File: src/rtl/rgst_seq_shifter.sv
// Sequential multi-bit shifter: performs one shift/rotate step per clock under
// a start/busy/done handshake, keeping the last shifted-out bit in carry_out.
//
// state    | meaning
// ST_IDLE  | accepts parallel load and start
// ST_SHIFT | one step per clock until the counter reaches its terminal count
// ST_DONE  | one-cycle completion pulse, inputs ignored
module rgst_seq_shifter #(
  parameter int WIDTH = 8,
  parameter int AMT_W = 4
) (
  input  logic             clk,
  input  logic             reset,
  input  logic             load_enable,
  input  logic [WIDTH-1:0] data_in,
  input  logic             start,
  input  logic [2:0]       mode,
  input  logic [AMT_W-1:0] amount,
  input  logic             serial_in,
  output logic [WIDTH-1:0] data_out,
  output logic             carry_out,
  output logic             busy,
  output logic             done
);

  localparam logic [1:0] ST_IDLE  = 2'd0;
  localparam logic [1:0] ST_SHIFT = 2'd1;
  localparam logic [1:0] ST_DONE  = 2'd2;

  localparam logic [2:0] MODE_LSL = 3'b000;
  localparam logic [2:0] MODE_LSR = 3'b001;
  localparam logic [2:0] MODE_ASR = 3'b010;
  localparam logic [2:0] MODE_ROL = 3'b011;
  localparam logic [2:0] MODE_ROR = 3'b100;

  logic [1:0]       state;
  logic [AMT_W-1:0] counter;
  logic [2:0]       mode_q;
  logic [WIDTH-1:0] step_data;
  logic             step_carry;
  logic             step_valid;

  always_comb begin
    step_data  = data_out;
    step_carry = carry_out;
    step_valid = 1'b1;
    case (mode_q)
      MODE_LSL: begin
        step_data  = {data_out[WIDTH-2:0], serial_in};
        step_carry = data_out[WIDTH-1];
      end
      MODE_LSR: begin
        step_data  = {serial_in, data_out[WIDTH-1:1]};
        step_carry = data_out[0];
      end
      MODE_ASR: begin
        step_data  = {data_out[WIDTH-1], data_out[WIDTH-1:1]};
        step_carry = data_out[0];
      end
      MODE_ROL: begin
        step_data  = {data_out[WIDTH-2:0], data_out[WIDTH-1]};
        step_carry = data_out[WIDTH-1];
      end
      MODE_ROR: begin
        step_data  = {data_out[0], data_out[WIDTH-1:1]};
        step_carry = data_out[0];
      end
      default: step_valid = 1'b0;
    endcase
  end

  always_ff @(posedge clk) begin
    if (reset) begin
      state     <= ST_IDLE;
      counter   <= '0;
      mode_q    <= '0;
      data_out  <= '0;
      carry_out <= 1'b0;
    end else begin
      case (state)
        ST_IDLE: begin
          if (load_enable) data_out <= data_in;
          if (start) begin
            mode_q <= mode;
            if (amount != '0) begin
              counter <= amount;
              state   <= ST_SHIFT;
            end else begin
              state <= ST_DONE;
            end
          end
        end
        ST_SHIFT: begin
          // reserved modes hold data but still burn the counter
          if (step_valid) begin
            data_out  <= step_data;
            carry_out <= step_carry;
          end
          counter <= counter - 1'b1;
          if (counter == AMT_W'(1)) state <= ST_DONE;
        end
        ST_DONE: state <= ST_IDLE;
        default: state <= ST_IDLE;
      endcase
    end
  end

  assign busy = (state == ST_SHIFT);
  assign done = (state == ST_DONE);

endmodule
File: config.mk
export PLATFORM = sky130hd
export DESIGN_NAME = rgst_seq_shifter
export DESIGN_NICKNAME = d
export VERILOG_FILES = /design/src/rtl/rgst_seq_shifter.sv
export SDC_FILE = /design/constraint.sdc
export NUM_CORES = 1
export LEC_CHECK = 0
export BUFFER_PORTS_ARGS = -buffer_cell sky130_fd_sc_hd__buf_2
export CAP_MARGIN = 10
export CORE_UTILIZATION = 47
export DETAILED_ROUTE_END_ITERATION = 6
export PLACE_DENSITY_LB_ADDON = 0.12
export SLEW_MARGIN = 20
export SYNTH_ARGS = -nofsm -noshare
export SYNTH_HDL_FRONTEND = slang
export SYNTH_SLANG_ARGS = --single-unit
export TNS_END_PERCENT = 5
File: constraint.sdc
create_clock -name clk -period 1.4 [get_ports clk]
set_input_delay 0 -clock clk [delete_from_list [all_inputs] [get_ports clk]]
set_output_delay 0 -clock clk [all_outputs]
set_load 0.02 [all_outputs]
==> run_summary.xml <==
<?xml version="1.0" encoding="UTF-8"?>
<metrics>
  <group name="worst_hold_path">
    <metric name="min-delay-start" unit="">data_in[2]</metric>
    <metric name="timing.hold.worst_path_depth" unit="">3</metric>
    <metric name="min_path_type" unit="">in2reg</metric>
    <metric name="worst_hold_path.endpoint" unit="">data_out[2]</metric>
  </group>
  <group name="setup_path">
    <metric name="worst-setup-path-type" unit="">reg2reg</metric>
    <metric name="reg2reg_depth" unit="">5</metric>
    <metric name="cp_num_buf_inv" unit="">2</metric>
    <metric name="crit_path_cell_trace" unit="">or2_4 &gt; a311oi_4 &gt; buf_2 &gt; buf_4 &gt; a311oi_2</metric>
    <metric name="worstSetupStartpointType" unit="">flip-flop</metric>
    <metric name="worst-endpoint-required" unit="ns">1.57</metric>
    <metric name="path_delay_family" unit="">buffers and inverters</metric>
    <metric name="r2r_slack" unit="ns">-0.11</metric>
    <metric name="worstPathMaxFanout" unit="">6</metric>
    <metric name="rr_startpoint" unit="">mode_q[0]</metric>
    <metric name="end_kind" unit="">flip-flop</metric>
    <metric name="worst_r2r_endpoint" unit="">data_out[2]</metric>
    <metric name="critical_path_arrival" unit="ns">1.68</metric>
    <metric name="max_stage_delay" unit="ns">0.37</metric>
    <metric name="worst_path_max_delay_cell" unit="">sky130_fd_sc_hd__dfxtp_4</metric>
  </group>
  <group name="yosys">
    <metric name="post_synth_inst_count" unit="">145</metric>
    <metric name="synth_fp_nets" unit="">167</metric>
    <metric name="yosysWarningCount" unit="">0</metric>
    <metric name="yosysSeqAreaShare" unit="">0.303</metric>
    <metric name="synth.avg_cell_area" unit="um^2">8.21</metric>
    <metric name="netlist-cell-type-count" unit="">46</metric>
    <metric name="synth_area" unit="um^2">1190</metric>
    <metric name="postSynthRegisterBits" unit="">18</metric>
  </group>
  <group name="global_route">
    <metric name="maximum_number_of_pins_on_one_net_before_global_route_repair" unit="">20</metric>
    <metric name="first_global_vias" unit="">1171</metric>
    <metric name="globalRouteOverflowTotal" unit="">0</metric>
    <metric name="grt_antenna_before_repair" unit="">0</metric>
    <metric name="grt.total_usage" unit="">0.259</metric>
    <metric name="grt_pass1_wl" unit="um">5240</metric>
  </group>
  <group name="die">
    <metric name="die_height" unit="um">52.3</metric>
    <metric name="placeableCoreArea" unit="um^2">2300</metric>
    <metric name="initial_core_utilization" unit="">0.519</metric>
    <metric name="boundaryPins" unit="">31</metric>
    <metric name="die_extent_in_x" unit="um">52.3</metric>
    <metric name="die_area" unit="um^2">2740</metric>
    <metric name="core.rowCount" unit="">17</metric>
  </group>
  <group name="sta">
    <metric name="worst-slew-pin-transition" unit="ns">0.460</metric>
    <metric name="final.setup.tns" unit="ns">-0.458</metric>
    <metric name="finalWorstSetupSlack" unit="ns">-0.112</metric>
    <metric name="max_freq" unit="MHz">661</metric>
    <metric name="unrepaired_setup_endpoints_after_global_routing" unit="">true</metric>
    <metric name="post-route-period-util" unit="">1.08</metric>
    <metric name="worst_slew_margin_rel" unit="">0.690</metric>
    <metric name="setup_viol" unit="">7</metric>
    <metric name="fin_hold_ws" unit="ns">0.0229</metric>
    <metric name="slew_viol_final" unit="">0</metric>
    <metric name="layout_min_cycle_time" unit="ns">1.51</metric>
    <metric name="skew" unit="ns">0.00907</metric>
    <metric name="finalHoldViolCount" unit="">0</metric>
  </group>
  <group name="detailed_routing">
    <metric name="routed_via_density" unit="">5.72</metric>
    <metric name="dr.pass1.iters" unit="">4</metric>
    <metric name="route.vias.total" unit="">1298</metric>
    <metric name="route.detailed.wl_per_inst" unit="um">14.3</metric>
    <metric name="first_iter_violations" unit="">24</metric>
    <metric name="route.antenna.remaining_nets" unit="">0</metric>
    <metric name="drcViolationCount" unit="">0</metric>
    <metric name="routed_wirelength" unit="um">3240</metric>
  </group>
  <group name="outcome">
    <metric name="failing_checks" unit="">negative setup slack</metric>
    <metric name="status" unit="">finished with violations</metric>
  </group>
  <group name="clocking">
    <metric name="cts_tree" unit="">yes</metric>
    <metric name="clk_latency" unit="ns">0.29</metric>
    <metric name="tritoncts_num_sinks" unit="">18</metric>
    <metric name="cts_buffers" unit="">3</metric>
    <metric name="cts_root_buf" unit="">sky130_fd_sc_hd__clkbuf_4</metric>
    <metric name="htree_num_levels" unit="">1</metric>
    <metric name="clockBufferDepth" unit="">2</metric>
    <metric name="worst_setup_hold_path_clk_slew" unit="ns">0.10</metric>
  </group>
  <group name="layout">
    <metric name="finalNetCount" unit="">222</metric>
    <metric name="antenna_cells" unit="">0</metric>
    <metric name="fin_cells" unit="">227</metric>
    <metric name="layout-drive-gt1-share" unit="">0.417</metric>
    <metric name="area_growth_syn_to_layout" unit="%">42.5</metric>
    <metric name="filler_cell_count" unit="">181</metric>
  </group>
  <group name="power">
    <metric name="max-vdd-ir-drop" unit="uV">675</metric>
    <metric name="power_leakage" unit="nW">0.696</metric>
    <metric name="ratio_of_total_power_to_cell_area" unit="nW/um^2">917</metric>
  </group>
  <group name="placement">
    <metric name="numPortBuffers" unit="">30</metric>
    <metric name="detailed_place_hpwl" unit="um">2320</metric>
    <metric name="post-place-cells" unit="">212</metric>
    <metric name="gp_congestion" unit="">0.847</metric>
  </group>
  <group name="flow_run">
    <metric name="cap_viol_max_count" unit="">0</metric>
  </group>
</metrics>
## routing by layer
layer / share of wire / global-route usage / up-vias
met2: 0.50 / 0.468 / 25
met3: 0.027 / 0.0319 / 2
met5: 0 / 0 / -
met1: 0.47 / 0.304 / 624
li1: - / - / 647
met4: 0.0049 / 0.101 / 0
## cells in the final DEF, fill, tap and decap left out, types with 3 or more instances in the layout
cell type and instances:
sky130_fd_sc_hd__clkbuf_4 3, sky130_fd_sc_hd__o211ai_1 14, sky130_fd_sc_hd__nor2_1 12, sky130_fd_sc_hd__dfxtp_1 13, sky130_fd_sc_hd__o21ai_0 6, sky130_fd_sc_hd__a21oi_1 10, sky130_fd_sc_hd__a211oi_1 3, sky130_fd_sc_hd__buf_2 30
sky130_fd_sc_hd__dlygate4sd3_1 9, sky130_fd_sc_hd__dfxtp_4 3, sky130_fd_sc_hd__nand2_1 13, sky130_fd_sc_hd__buf_4 18, sky130_fd_sc_hd__a311oi_2 4, sky130_fd_sc_hd__inv_1 9
## area by class of cell
cell class	instances	area, um^2	area share
multi-input combinational	107	813	0.479
tap	28	35.0	0.0206
clock buffer	4	36.3	0.0214
sequential	18	374	0.220
inverter	11	41.3	0.0243
timing repair buffer	59	398	0.234
## power breakdown
group | switching (mW) | total [mW] | leakage (nW) | internal (mW)
combinational | 0.311 | 0.601 | 0.523 | 0.289
clock | 0.169 | 0.327 | 0.0210 | 0.158
sequential | 0.0637 | 0.630 | 0.152 | 0.567
## cells in the mapped netlist, drive strengths merged
cell type,instances,area [um^2]
or3b,1,11.3
dfxtp,18,360
nor3b,2,20.0
o221ai,1,8.76
a31oi,1,6.26
mux2i,2,20.0
ha,2,25.0
or2,1,8.76
o31a,1,8.76
o211ai,14,105
nor3,1,5.00
clkbuf,2,7.51
o22ai,2,12.5
a22oi,1,7.51
a311o,1,10.0
o21ba,1,10.0
nor4,1,6.26
xor2,1,8.76
o21a,1,7.51
xnor2,1,8.76
and3b,1,8.76
buf,7,46.3
o311ai,1,8.76
a21oi,12,60.1
a311oi,7,97.6
or4,1,7.51
nand2b,3,21.3
a2111oi,2,17.5
o21ai,8,43.8
inv,11,41.3
nor2,13,48.8
and2,2,12.5
nor2b,2,12.5
a211oi,3,22.5
mux2,2,22.5
or3,2,12.5
nand2,13,48.8
## sequential cells by signal, indices dropped and copies added, names as in the netlist
register   cells
carry_out      1
counter        4
data_out       8
mode_q         3
state          2
## worst max path at each step
stage,start,endpoint,slack [ns],cells past startpoint
6_report,mode_q[0],data_out[2],-0.11,5
3_3_place_gp,mode_q[2],data_out[7],-0.12,4
5_1_grt,mode_q[0],data_out[5],-0.16,5
2_1_floorplan,mode_q[1],data_out[2],0.004,5
3_5_place_dp,mode_q[2],data_out[2],-0.14,5
4_1_cts,mode_q[0],data_out[2],-0.07,5
## worst register-to-register path: cells and delay by family, from the launching register on
family	cells	cell delay, ns
compound gates	2	0.37
buf+inv	2	0.38
flops	1	0.37
simple gates	1	0.27
## cell families (layout without fill, tap and decap cells)
group,count (synthesis),count (layout),share of synthesized area
AOI/OAI and AO/OA,56,56,0.358
and+or+nand+nor,43,43,0.188
buffers and inverters,20,74,0.0798
DFF,18,18,0.303
muxes,4,4,0.0357
adders and majority gates,2,2,0.0210
xor gates and xnor gates,2,2,0.0147
## repair_timing
item	4_1_cts	5_1_grt
resized for setup	14	13
hold buffers	9	0
pin swaps	5	11
endpoints found under the hold margin	9	0
endpoints found under the setup margin	12	13
setup buffers	1	1
cloned	0	1
## stage by stage
stage	instance area (um^2)	total power [mW]	util	setup slack [ns]
after floorplan	1190	0.976	-	0.00352
after global placement	1460	1.14	0.636	-0.115
after detailed placement	1460	1.15	0.636	-0.136
after CTS	1640	1.53	0.715	-0.0668
after global routing	1700	1.65	0.739	-0.163
final	1700	1.56	0.739	-0.112
Power figures use the tool's default switching activity.
